## src/rtl/controller_pipe_pkg.sv

```systemverilog
// Shared encodings and stage-control records for the pipelined controller.
// The illegal field exists only when CTRL_PIPE_TRAP_EN is defined.
package ctrl_pkg;

  localparam logic [6:0] OP_R     = 7'd51;
  localparam logic [6:0] OP_I     = 7'd19;
  localparam logic [6:0] OP_LW    = 7'd3;
  localparam logic [6:0] OP_SW    = 7'd35;
  localparam logic [6:0] OP_B     = 7'd99;
  localparam logic [6:0] OP_JAL   = 7'd111;
  localparam logic [6:0] OP_JALR  = 7'd103;
  localparam logic [6:0] OP_LUI   = 7'd55;
  localparam logic [6:0] OP_AUIPC = 7'd23;

  localparam logic [2:0] IMM_I = 3'd0;
  localparam logic [2:0] IMM_S = 3'd1;
  localparam logic [2:0] IMM_B = 3'd2;
  localparam logic [2:0] IMM_J = 3'd3;
  localparam logic [2:0] IMM_U = 3'd4;

  localparam logic [1:0] RES_ALU = 2'b00;
  localparam logic [1:0] RES_MEM = 2'b01;
  localparam logic [1:0] RES_PC4 = 2'b10;
  localparam logic [1:0] RES_IMM = 2'b11;

  localparam int CTRL_ALU_W = 4;

  localparam logic [CTRL_ALU_W-1:0] ALU_ADD  = 4'd0;
  localparam logic [CTRL_ALU_W-1:0] ALU_SUB  = 4'd1;
  localparam logic [CTRL_ALU_W-1:0] ALU_AND  = 4'd2;
  localparam logic [CTRL_ALU_W-1:0] ALU_OR   = 4'd3;
  localparam logic [CTRL_ALU_W-1:0] ALU_XOR  = 4'd4;
  localparam logic [CTRL_ALU_W-1:0] ALU_SLT  = 4'd5;
  localparam logic [CTRL_ALU_W-1:0] ALU_SLTU = 4'd6;
  localparam logic [CTRL_ALU_W-1:0] ALU_SLL  = 4'd7;
  localparam logic [CTRL_ALU_W-1:0] ALU_SRL  = 4'd8;
  localparam logic [CTRL_ALU_W-1:0] ALU_SRA  = 4'd9;

  typedef struct packed {
    logic                  reg_write;
    logic [1:0]            result_src;
    logic                  mem_write;
    logic                  jump;
    logic                  branch;
    logic                  jalr;
    logic                  alu_src_a;
    logic                  alu_src_b;
    logic [CTRL_ALU_W-1:0] alu_ctrl;
    logic [2:0]            funct3;
`ifdef CTRL_PIPE_TRAP_EN
    logic                  illegal;
`endif
  } e_ctrl_t;

  typedef struct packed {
    logic       reg_write;
    logic [1:0] result_src;
    logic       mem_write;
`ifdef CTRL_PIPE_TRAP_EN
    logic       illegal;
`endif
  } m_ctrl_t;

  typedef struct packed {
    logic       reg_write;
    logic [1:0] result_src;
`ifdef CTRL_PIPE_TRAP_EN
    logic       illegal;
`endif
  } w_ctrl_t;

  // funct3 010/011 are not branch encodings and never take.
  function automatic logic branch_cond(input logic [2:0] f3, input logic zero,
                                       input logic lt, input logic ltu);
    case (f3)
      3'b000:  return zero;
      3'b001:  return !zero;
      3'b100:  return lt;
      3'b101:  return !lt;
      3'b110:  return ltu;
      3'b111:  return !ltu;
      default: return 1'b0;
    endcase
  endfunction

endpackage

```

## src/rtl/controller_pipe_if.sv

```systemverilog
// Datapath <-> controller bundle. master = datapath side, slave = controller.
// illegal_w exists only when CTRL_PIPE_TRAP_EN is defined.
interface controller_pipe_if #(
  parameter int ALU_CTRL_W = 4,
  parameter int IMM_SRC_W  = 3
);
  logic [6:0]            opcode_d;
  logic [2:0]            funct3_d;
  logic                  funct7b5_d;
  logic                  en_e;
  logic                  flush_e;
  logic                  zero_e;
  logic                  lt_e;
  logic                  ltu_e;
  logic [IMM_SRC_W-1:0]  imm_src_d;
  logic                  alu_src_a_e;
  logic                  alu_src_b_e;
  logic [ALU_CTRL_W-1:0] alu_ctrl_e;
  logic                  pc_src_e;
  logic                  jalr_e;
  logic                  result_src_e0;
  logic                  reg_write_m;
  logic                  reg_write_w;
  logic                  mem_write_m;
  logic [1:0]            result_src_w;
`ifdef CTRL_PIPE_TRAP_EN
  logic                  illegal_w;
`endif

  modport master (
    output opcode_d, funct3_d, funct7b5_d, en_e, flush_e, zero_e, lt_e, ltu_e,
    input  imm_src_d, alu_src_a_e, alu_src_b_e, alu_ctrl_e, pc_src_e, jalr_e,
           result_src_e0, reg_write_m, reg_write_w, mem_write_m, result_src_w
`ifdef CTRL_PIPE_TRAP_EN
    , input illegal_w
`endif
  );

  modport slave (
    input  opcode_d, funct3_d, funct7b5_d, en_e, flush_e, zero_e, lt_e, ltu_e,
    output imm_src_d, alu_src_a_e, alu_src_b_e, alu_ctrl_e, pc_src_e, jalr_e,
           result_src_e0, reg_write_m, reg_write_w, mem_write_m, result_src_w
`ifdef CTRL_PIPE_TRAP_EN
    , output illegal_w
`endif
  );
endinterface

```

## src/rtl/controller_pipe_decode.sv

```systemverilog
// Combinational D-stage main + ALU decoder. Unknown opcodes give an all-zero bubble;
// with CTRL_PIPE_TRAP_EN they and non-branch B funct3 values also set illegal.
module ctrl_decode
  import ctrl_pkg::*;
(
  input  logic [6:0] opcode_i,
  input  logic [2:0] funct3_i,
  input  logic       funct7b5_i,
  output e_ctrl_t    ctrl_o,
  output logic [2:0] imm_src_o
);

  logic [CTRL_ALU_W-1:0] alu_ri;

  // funct7b5 only selects sub for R-type and sra/srai for both R and I.
  always_comb begin
    alu_ri = ALU_ADD;
    case (funct3_i)
      3'b000:  alu_ri = (opcode_i == OP_R && funct7b5_i) ? ALU_SUB : ALU_ADD;
      3'b001:  alu_ri = ALU_SLL;
      3'b010:  alu_ri = ALU_SLT;
      3'b011:  alu_ri = ALU_SLTU;
      3'b100:  alu_ri = ALU_XOR;
      3'b101:  alu_ri = funct7b5_i ? ALU_SRA : ALU_SRL;
      3'b110:  alu_ri = ALU_OR;
      default: alu_ri = ALU_AND;
    endcase
  end

  always_comb begin
    ctrl_o    = '0;
    imm_src_o = IMM_I;
    case (opcode_i)
      OP_R: begin
        ctrl_o.reg_write = 1'b1;
        ctrl_o.alu_ctrl  = alu_ri;
      end
      OP_I: begin
        ctrl_o.reg_write = 1'b1;
        ctrl_o.alu_src_b = 1'b1;
        ctrl_o.alu_ctrl  = alu_ri;
      end
      OP_LW: begin
        ctrl_o.reg_write  = 1'b1;
        ctrl_o.result_src = RES_MEM;
        ctrl_o.alu_src_b  = 1'b1;
      end
      OP_SW: begin
        ctrl_o.mem_write = 1'b1;
        ctrl_o.alu_src_b = 1'b1;
        imm_src_o        = IMM_S;
      end
      OP_B: begin
        ctrl_o.branch   = 1'b1;
        ctrl_o.alu_ctrl = ALU_SUB;
        ctrl_o.funct3   = funct3_i;
        imm_src_o       = IMM_B;
`ifdef CTRL_PIPE_TRAP_EN
        ctrl_o.illegal  = (funct3_i == 3'b010) || (funct3_i == 3'b011);
`endif
      end
      OP_JAL: begin
        ctrl_o.reg_write  = 1'b1;
        ctrl_o.result_src = RES_PC4;
        ctrl_o.jump       = 1'b1;
        imm_src_o         = IMM_J;
      end
      OP_JALR: begin
        ctrl_o.reg_write  = 1'b1;
        ctrl_o.result_src = RES_PC4;
        ctrl_o.jalr       = 1'b1;
        ctrl_o.alu_src_b  = 1'b1;
      end
      OP_LUI: begin
        ctrl_o.reg_write  = 1'b1;
        ctrl_o.result_src = RES_IMM;
        imm_src_o         = IMM_U;
      end
      OP_AUIPC: begin
        ctrl_o.reg_write = 1'b1;
        ctrl_o.alu_src_a = 1'b1;
        ctrl_o.alu_src_b = 1'b1;
        imm_src_o        = IMM_U;
      end
      default: begin
`ifdef CTRL_PIPE_TRAP_EN
        ctrl_o.illegal = 1'b1;
`endif
      end
    endcase
  end

endmodule

```

## src/rtl/controller_pipe.sv

```systemverilog
// Pipelined controller: E/M/W control registers and E-stage branch resolution.
// Optional CTRL_PIPE_TRAP_EN carries an illegal-op bit to illegal_w.
module controller_pipe
  import ctrl_pkg::*;
#(
  parameter int ALU_CTRL_W = 4,
  parameter int IMM_SRC_W  = 3
) (
  input  logic               clk,
  input  logic               reset,
  controller_pipe_if.slave   ctrl_if
);

  e_ctrl_t    dec_ctrl;
  logic [2:0] dec_imm_src;
  e_ctrl_t    e_q, e_d;
  m_ctrl_t    m_q, m_d;
  w_ctrl_t    w_q, w_d;

  ctrl_decode u_decode (
    .opcode_i   (ctrl_if.opcode_d),
    .funct3_i   (ctrl_if.funct3_d),
    .funct7b5_i (ctrl_if.funct7b5_d),
    .ctrl_o     (dec_ctrl),
    .imm_src_o  (dec_imm_src)
  );

  always_comb begin
    e_d = dec_ctrl;
    if (ctrl_if.flush_e)   e_d = '0;
    else if (!ctrl_if.en_e) e_d = e_q;
  end

  // A held E instruction has not advanced, so M takes a bubble; on a flush the
  // E instruction still moves on while E itself is cleared.
  always_comb begin
    m_d = '0;
    if (ctrl_if.en_e || ctrl_if.flush_e) begin
      m_d.reg_write  = e_q.reg_write;
      m_d.result_src = e_q.result_src;
      m_d.mem_write  = e_q.mem_write;
`ifdef CTRL_PIPE_TRAP_EN
      m_d.illegal    = e_q.illegal;
`endif
    end
  end

  always_comb begin
    w_d            = '0;
    w_d.reg_write  = m_q.reg_write;
    w_d.result_src = m_q.result_src;
`ifdef CTRL_PIPE_TRAP_EN
    w_d.illegal    = m_q.illegal;
`endif
  end

  always_ff @(posedge clk) begin
    if (reset) begin
      e_q <= '0;
      m_q <= '0;
      w_q <= '0;
    end else begin
      e_q <= e_d;
      m_q <= m_d;
      w_q <= w_d;
    end
  end

  assign ctrl_if.imm_src_d     = IMM_SRC_W'(dec_imm_src);
  assign ctrl_if.alu_src_a_e   = e_q.alu_src_a;
  assign ctrl_if.alu_src_b_e   = e_q.alu_src_b;
  assign ctrl_if.alu_ctrl_e    = ALU_CTRL_W'(e_q.alu_ctrl);
  assign ctrl_if.jalr_e        = e_q.jalr;
  assign ctrl_if.result_src_e0 = e_q.result_src[0];
  assign ctrl_if.pc_src_e      = e_q.jump | e_q.jalr |
                                 (e_q.branch & branch_cond(e_q.funct3, ctrl_if.zero_e,
                                                           ctrl_if.lt_e, ctrl_if.ltu_e));
  assign ctrl_if.reg_write_m   = m_q.reg_write;
  assign ctrl_if.mem_write_m   = m_q.mem_write;
  assign ctrl_if.reg_write_w   = w_q.reg_write;
  assign ctrl_if.result_src_w  = w_q.result_src;
`ifdef CTRL_PIPE_TRAP_EN
  assign ctrl_if.illegal_w     = w_q.illegal;
`endif

endmodule

```

## src/flat_wrapper.sv

```systemverilog
// flat-port wrapper written by rule: the top's interface ports become plain ports
module controller_pipe_flat import ctrl_pkg::*;
#(
  parameter int ALU_CTRL_W = 4,
  parameter int IMM_SRC_W  = 3
)
  (clk, reset, ctrl_if_opcode_d, ctrl_if_funct3_d, ctrl_if_funct7b5_d, ctrl_if_en_e, ctrl_if_flush_e, ctrl_if_zero_e, ctrl_if_lt_e, ctrl_if_ltu_e, ctrl_if_imm_src_d, ctrl_if_alu_src_a_e, ctrl_if_alu_src_b_e, ctrl_if_alu_ctrl_e, ctrl_if_pc_src_e, ctrl_if_jalr_e, ctrl_if_result_src_e0, ctrl_if_reg_write_m, ctrl_if_reg_write_w, ctrl_if_mem_write_m, ctrl_if_result_src_w);
  controller_pipe_if #(.ALU_CTRL_W(ALU_CTRL_W), .IMM_SRC_W(IMM_SRC_W)) ctrl_if_i ();
  input  logic clk;
  input  logic reset;
  input wire logic [$bits(ctrl_if_i.opcode_d)-1:0] ctrl_if_opcode_d;
  input wire logic [$bits(ctrl_if_i.funct3_d)-1:0] ctrl_if_funct3_d;
  input wire logic [$bits(ctrl_if_i.funct7b5_d)-1:0] ctrl_if_funct7b5_d;
  input wire logic [$bits(ctrl_if_i.en_e)-1:0] ctrl_if_en_e;
  input wire logic [$bits(ctrl_if_i.flush_e)-1:0] ctrl_if_flush_e;
  input wire logic [$bits(ctrl_if_i.zero_e)-1:0] ctrl_if_zero_e;
  input wire logic [$bits(ctrl_if_i.lt_e)-1:0] ctrl_if_lt_e;
  input wire logic [$bits(ctrl_if_i.ltu_e)-1:0] ctrl_if_ltu_e;
  output wire logic [$bits(ctrl_if_i.imm_src_d)-1:0] ctrl_if_imm_src_d;
  output wire logic [$bits(ctrl_if_i.alu_src_a_e)-1:0] ctrl_if_alu_src_a_e;
  output wire logic [$bits(ctrl_if_i.alu_src_b_e)-1:0] ctrl_if_alu_src_b_e;
  output wire logic [$bits(ctrl_if_i.alu_ctrl_e)-1:0] ctrl_if_alu_ctrl_e;
  output wire logic [$bits(ctrl_if_i.pc_src_e)-1:0] ctrl_if_pc_src_e;
  output wire logic [$bits(ctrl_if_i.jalr_e)-1:0] ctrl_if_jalr_e;
  output wire logic [$bits(ctrl_if_i.result_src_e0)-1:0] ctrl_if_result_src_e0;
  output wire logic [$bits(ctrl_if_i.reg_write_m)-1:0] ctrl_if_reg_write_m;
  output wire logic [$bits(ctrl_if_i.reg_write_w)-1:0] ctrl_if_reg_write_w;
  output wire logic [$bits(ctrl_if_i.mem_write_m)-1:0] ctrl_if_mem_write_m;
  output wire logic [$bits(ctrl_if_i.result_src_w)-1:0] ctrl_if_result_src_w;
  assign ctrl_if_i.opcode_d = ctrl_if_opcode_d;
  assign ctrl_if_i.funct3_d = ctrl_if_funct3_d;
  assign ctrl_if_i.funct7b5_d = ctrl_if_funct7b5_d;
  assign ctrl_if_i.en_e = ctrl_if_en_e;
  assign ctrl_if_i.flush_e = ctrl_if_flush_e;
  assign ctrl_if_i.zero_e = ctrl_if_zero_e;
  assign ctrl_if_i.lt_e = ctrl_if_lt_e;
  assign ctrl_if_i.ltu_e = ctrl_if_ltu_e;
  assign ctrl_if_imm_src_d = ctrl_if_i.imm_src_d;
  assign ctrl_if_alu_src_a_e = ctrl_if_i.alu_src_a_e;
  assign ctrl_if_alu_src_b_e = ctrl_if_i.alu_src_b_e;
  assign ctrl_if_alu_ctrl_e = ctrl_if_i.alu_ctrl_e;
  assign ctrl_if_pc_src_e = ctrl_if_i.pc_src_e;
  assign ctrl_if_jalr_e = ctrl_if_i.jalr_e;
  assign ctrl_if_result_src_e0 = ctrl_if_i.result_src_e0;
  assign ctrl_if_reg_write_m = ctrl_if_i.reg_write_m;
  assign ctrl_if_reg_write_w = ctrl_if_i.reg_write_w;
  assign ctrl_if_mem_write_m = ctrl_if_i.mem_write_m;
  assign ctrl_if_result_src_w = ctrl_if_i.result_src_w;
  controller_pipe #(.ALU_CTRL_W(ALU_CTRL_W), .IMM_SRC_W(IMM_SRC_W)) u_core (.clk(clk), .reset(reset), .ctrl_if(ctrl_if_i));
endmodule
```

## config.mk

```make
export PLATFORM = sky130hd
export DESIGN_NAME = controller_pipe_flat
export DESIGN_NICKNAME = d
export VERILOG_FILES = /design/src/rtl/controller_pipe_pkg.sv /design/src/rtl/controller_pipe_if.sv /design/src/rtl/controller_pipe_decode.sv /design/src/rtl/controller_pipe.sv /design/src/flat_wrapper.sv
export SDC_FILE = /design/constraint.sdc
export NUM_CORES = 1
export LEC_CHECK = 0
export ABC_CLOCK_PERIOD_IN_PS = 1300
export CAP_MARGIN = 20
export CORE_AREA = 3 3 59 55
export CTS_CLUSTER_DIAMETER = 150
export DETAILED_ROUTE_END_ITERATION = 6
export DIE_AREA = 0 0 62 58
export PLACE_DENSITY = 0.79
export SLEW_MARGIN = 0
export SYNTH_ARGS = -nofsm -noshare
export SYNTH_HDL_FRONTEND = slang
export SYNTH_SLANG_ARGS = --single-unit
export TNS_END_PERCENT = 5
```

## constraint.sdc

```tcl
create_clock -name clk -period 1.3 [get_ports clk]
set_input_delay 0.26 -clock clk [delete_from_list [all_inputs] [get_ports clk]]
set_output_delay 0.26 -clock clk [all_outputs]
set_load 0.05 [all_outputs]
```

# Word level (Yosys, flattened, before mapping)

Cells that the tools add are included.

Register bits: 23
Output and inout bits: 17
Logic and storage cells: 68

Equality and inequality tests: 20
Muxes and demuxes: 15
Bitwise operators: 4
Reduce and logical (&&, ||, !) cells: 14

Operator list:

| kind                                           | count |
|---|---|
| case mux 4 bit (7 select lines)                | 1 |
| == test 3 bit (second input constant)          | 7 |
| == test 7 x 6 -> 1 bit (second input constant) | 3 |
| == test 7 bit (second input constant)          | 3 |
| == test 7 x 5 -> 1 bit (second input constant) | 2 |
| case mux 3 bit (4 select lines)                | 1 |
| OR reduction 2 bit                             | 5 |
| two-way mux 1 bit                              | 9 |
| case mux 4 bit (2 select lines)                | 1 |
| == test 7 x 2 -> 1 bit (second input constant) | 1 |
| OR reduction 7 bit                             | 1 |
| == test 3 x 1 -> 1 bit (second input constant) | 2 |
| == test 3 x 2 -> 1 bit (second input constant) | 2 |
| logical NOT 3 bit                              | 2 |
| case mux 1 bit (6 select lines)                | 1 |
| case mux 2 bit (3 select lines)                | 1 |
| OR reduction 5 bit                             | 1 |
| logical NOT 1 bit                              | 3 |
| two-way mux 3 bit                              | 1 |
| bitwise OR 1 bit                               | 2 |
| bitwise AND 1 bit                              | 1 |
| logical AND 1 bit                              | 1 |
| logical OR 1 bit                               | 1 |
| inverter 1 bit                                 | 1 |

# Logic depth before layout (Yosys ltp)

Depth in word-level cells: 5
Depth in mapped cells: 5
Depth with buffers taken out: 4

# By module

Synthesis repeated with hierarchy kept, for this count alone.

Cells, all modules: 133
Area total of the unflattened synthesis: 1198.6 um^2

By module, submodules not included:

| module          | area each (um^2) | seq. area each (um^2) | times used | cells an instance |
|---|---|---|---|---|
| controller_pipe | 865.8            | 460.4                 | 1          | 80 |
| ctrl_decode     | 332.8            | 0.0                   | 1          | 53 |

# Worst setup path before layout

Ideal clock, no wire load.

Path type: reg-to-output
Start: reg u_core.e_q[1] in the netlist's numbering
End: out ctrl_if_pc_src_e
Data required time: 1.040 ns
Buffers on the path: 0
Stages on the path, launching flop included: 4
Slack: -0.694 ns
Data arrival time: 1.734 ns
Cells stage by stage: dfxtp_1 -> mux2i_1 -> xor2_1 -> o21ai_0

Cells in the longest elaborated chain, start to end: 4
Elaborated cells between the ends (all ways): 9
Those cells by class: eq/ne: 5; mux: 1; bitwise: 2; reduce/logical: 1

Ends and longest elaborated chain:

| what                                  | line                      | source |
|---|---|---|
| start: declaration                    | controller_pipe.sv:16     | `e_ctrl_t e_q, e_d;` |
| start signal: assignment              | controller_pipe.sv:59     | `e_q <= '0;` |
| start signal: assignment              | controller_pipe.sv:63     | `e_q <= e_d;` |
| == test 3 bit (tied with other cells) | controller_pipe_pkg.sv:75 | `case (f3)` |
| case mux 1 bit (6 select lines) *     | controller_pipe_pkg.sv:75 |  |
| bitwise AND 1 bit *                   | controller_pipe.sv:76     | `(e_q.branch & branch_cond(e_q.funct3, ctrl_if.zero_e,` |
| bitwise OR 1 bit *                    | controller_pipe.sv:75     | `assign ctrl_if.pc_src_e = e_q.jump \| e_q.jalr \|` |
| end: declaration                      | flat_wrapper.sv:23        | `output wire logic [$bits(ctrl_if_i.pc_src_e)-1:0] ctrl_if_pc_src_e;` |

Every way passes the cells marked *; elsewhere a longest branch is shown, timed or not.

# Worst setup path in the final report

Same ends and word-level chain as after synthesis.

==> summary.txt <==
Outcome
  – Status: finished with violations
  – Failing checks: setup timing

Floorplanning
  – Die area: 3600 µm²
  – Io pins: 35
  – Chip height: 58 µm
  – Rows: 18
  – Core footprint: 2730 µm²
  – Starting density of the core: 38.9%
  – Die Width: 62 µm

Finish
  – Share of cells above drive strength 1: 41.3%
  – Final Non-Filler Cells: 219
  – Synth-to-layout area growth: 74.5%
  – Antenna Cells: 0
  – Fill cell count: 208
  – Nets@finish: 198
  – Final core utilization: 68.0%

Synth
  – Synthesized area: 1060 µm²
  – Yosys cell types: 30
  – Syn. warnings: 0
  – Synth Instances: 122
  – Sequential fraction of the synthesis area: 43.4%
  – Mean Syn Cell Area: 8.70 µm²
  – Yosys reg bits: 23
  – Syn nets: 140

Place
  – RePlAce Congestion: 0.790
  – Port Buffer Count: 34
  – DP Cell Count: 211
  – DP HPWL: 2160 µm

Detailed routing
  – Drt drc: 0
  – Wire per inst: 12.9 µm
  – Drt pass-1 iters: 4
  – Antenna Violating Nets Remaining: 0
  – Final WL: 2830 µm
  – Via count: 1078
  – Starting DRT DRC Count: 30
  – Average via count per standard cell: 4.92

Clock tree
  – Clock tree root buffer cell: clkbuf_4
  – Clock buffer count from CTS: 3
  – Worst-Skew Late Latency: 0.33 ns
  – TritonCTS clock tree: built
  – Clock Pin Slew Worst Setup and Hold Paths: 0.14 ns
  – Clock Tree Buf Depth: 2
  – Hold_buf cts: 0
  – H-tree Lvls: 1
  – CTS Sinks: 23

Pwr
  – Leak pwr: 0.734 nW
  – Internal power: 0.953 mW
  – Flop pwr share: 54.7%
  – PD cells: 706 nW/µm²
  – Sw Share: 27.1%
  – Maximum vdd drop: 0.368 mV
  – Comb power frac: 18.4%
  – P_sw: 0.354 mW
  – Clock power share: 27.0%

Global route
  – GRT Total Usage: 17.6%
  – Total gr overflow: 0
  – Largest net degree at the start of global routing: 15
  – Vias in the first global route: 1111
  – Initial antenna violation count: 0
  – Global-route wire length before repair: 4730 µm

Timing
  – Fin crit share: 122%
  – Fin crit period: 1.59 ns
  – Worst hold margin: 0.357 ns
  – Worst slew margin: 81.3%
  – Final Skew: 0.000570 ns
  – Final Hold Viols: 0
  – Final setup fails: 4
  – Total Negative Setup Slacks: -0.673 ns
  – Post-route setup slack: -0.287 ns
  – RSZ-0062 raised after global routing: yes
  – Slew Viols, Final: 0
  – Transition time of the tightest slew-check pin: 0.278 ns
  – Max frequency: 0.630 GHz

Run
  – MaxCap Viol Count: 0

Setup path
  – CP Launch Type: register
  – Endpoint type of the worst setup path: primary output
  – WP data required: 1.04 ns
  – Worst Setup Path Type: register to primary output
  – Crit Path Max Fanout: 3
  – CP arrival: 1.33 ns

Min path
  – Hold/Removal Path Class: primary input to register
-- layout by cell type (no fill, tap or decap), types with 5 or more instances in the layout --
master / netlist / routed
a22oi_1: 5 / 5
nand2_1: 9 / 8
buf_6: 0 / 5
clkdlybuf4s50_1: 0 / 9
dfxtp_1: 23 / 21
o21ai_0: 8 / 7
buf_12: 0 / 16
buf_4: 6 / 25
nor2_1: 16 / 14
a21oi_1: 11 / 11
-- state kept, by name, indices dropped and copies added, names as in the netlist --
name	flops
u_core.e_q	8
u_core.ctrl_if.alu_ctrl_e	4
u_core.ctrl_if.result_src_w	2
u_core.m_q	2
u_core.ctrl_if.alu_src_a_e	1
u_core.ctrl_if.alu_src_b_e	1
u_core.ctrl_if.jalr_e	1
u_core.ctrl_if.mem_write_m	1
u_core.ctrl_if.reg_write_m	1
u_core.ctrl_if.reg_write_w	1
u_core.ctrl_if.result_src_e0	1
-- metrics by stage --
step | instance area [µm²] | setup WS, ns | power (mW)
floorplan | 1080 | -0.113 | 0.820
global placement | 1750 | -0.599 | 0.950
detailed placement | 1750 | -0.671 | 0.958
CTS | 1840 | -0.293 | 1.30
global route | 1850 | -0.342 | 1.34
finish | 1850 | -0.287 | 1.31
-- power by group through the flow --
stage,clock network (mW),registers (mW),logic [mW]
2_1_floorplan,0,0.737,0.0832
3_3_place_gp,0,0.730,0.220
3_5_place_dp,0,0.730,0.228
4_1_cts,0.351,0.714,0.238
5_1_grt,0.371,0.715,0.256
6_report,0.352,0.714,0.240
-- routing by layer --
layer	part of all wire, %	wire length [µm]	track usage, %
met1	41	1170	21.5
met2	52	1490	29.1
met3	4.2	119	3.12
met4	1.9	54	8.48
met5	0	0	0
-- cells in the mapped netlist, drive strengths merged --
library cell / count / area, µm²
nand3: 2 / 10.0
o21ai: 8 / 40.0
a221o: 1 / 10.0
mux2: 2 / 22.5
xor2: 3 / 26.3
a22oi: 5 / 37.5
a31oi: 1 / 6.26
nor2: 16 / 60.1
inv: 3 / 11.3
clkbuf: 2 / 7.51
nor2b: 4 / 25.0
mux2i: 1 / 10.0
a311oi: 1 / 8.76
a22o: 1 / 8.76
nand2: 9 / 33.8
nand3b: 3 / 35.0
a21oi: 12 / 63.8
nand2b: 3 / 18.8
or2: 1 / 6.26
and2: 4 / 25.0
buf: 6 / 45.0
xnor2: 1 / 8.76
nand4b: 2 / 17.5
nor3: 7 / 51.3
dfxtp: 23 / 460
or4: 1 / 11.3
-- cell type report --
| type | count | area (µm²) | share of cell area (%) |
|---|---|---|---|
| Clock buffer | 3 | 22.5 | 1.22 |
| Clock inverter | 1 | 7.51 | 0.405 |
| Inverter | 3 | 11.3 | 0.608 |
| Multi-Input combinational cell | 88 | 597 | 32.2 |
| Sequential cell | 23 | 463 | 25.0 |
| Tap cell | 40 | 50.0 | 2.70 |
| Timing Repair Buffer | 61 | 701 | 37.8 |
-- final timing paths --
path / start / depth (start not counted) / slack [ns] / end
setup reg to reg: u_core.ctrl_if.alu_ctrl_e[0] / 4 / 0.48 / u_core.ctrl_if.alu_ctrl_e[0]
hold reg to reg: u_core.m_q[2] / 1 / 0.46 / u_core.ctrl_if.result_src_w[1]
setup / recovery: u_core.e_q[1] / 4 / -0.29 / ctrl_if_pc_src_e
hold / removal: ctrl_if_opcode_d[3] / 4 / 0.36 / u_core.e_q[11]
-- critical path: stages (launching register included) --
cell,delay (ns)
dfxtp_2,0.37
mux2i_1,0.21
xor2_1,0.19
o21ai_2,0.07
buf_6,0.16
-- repair_timing --
item | CTS | global route
setup buffers | 4 | 0
hold endpoints to repair | 0 | 0
resized for setup | 38 | 4
pin swaps | 10 | 4
setup endpoints to repair | 20 | 5
-- kinds of logic (layout without fill, tap and decap cells) --
family,count (synthesis),count (layout),synth area share [%]
buf+inv,11,68,6.01
simple gates,52,52,27.7
flops,23,23,43.4
xor+xnor,4,4,3.30
compound gates,29,29,16.5
mux,3,3,3.07
Note: power is estimated with default switching activity, not from simulation.
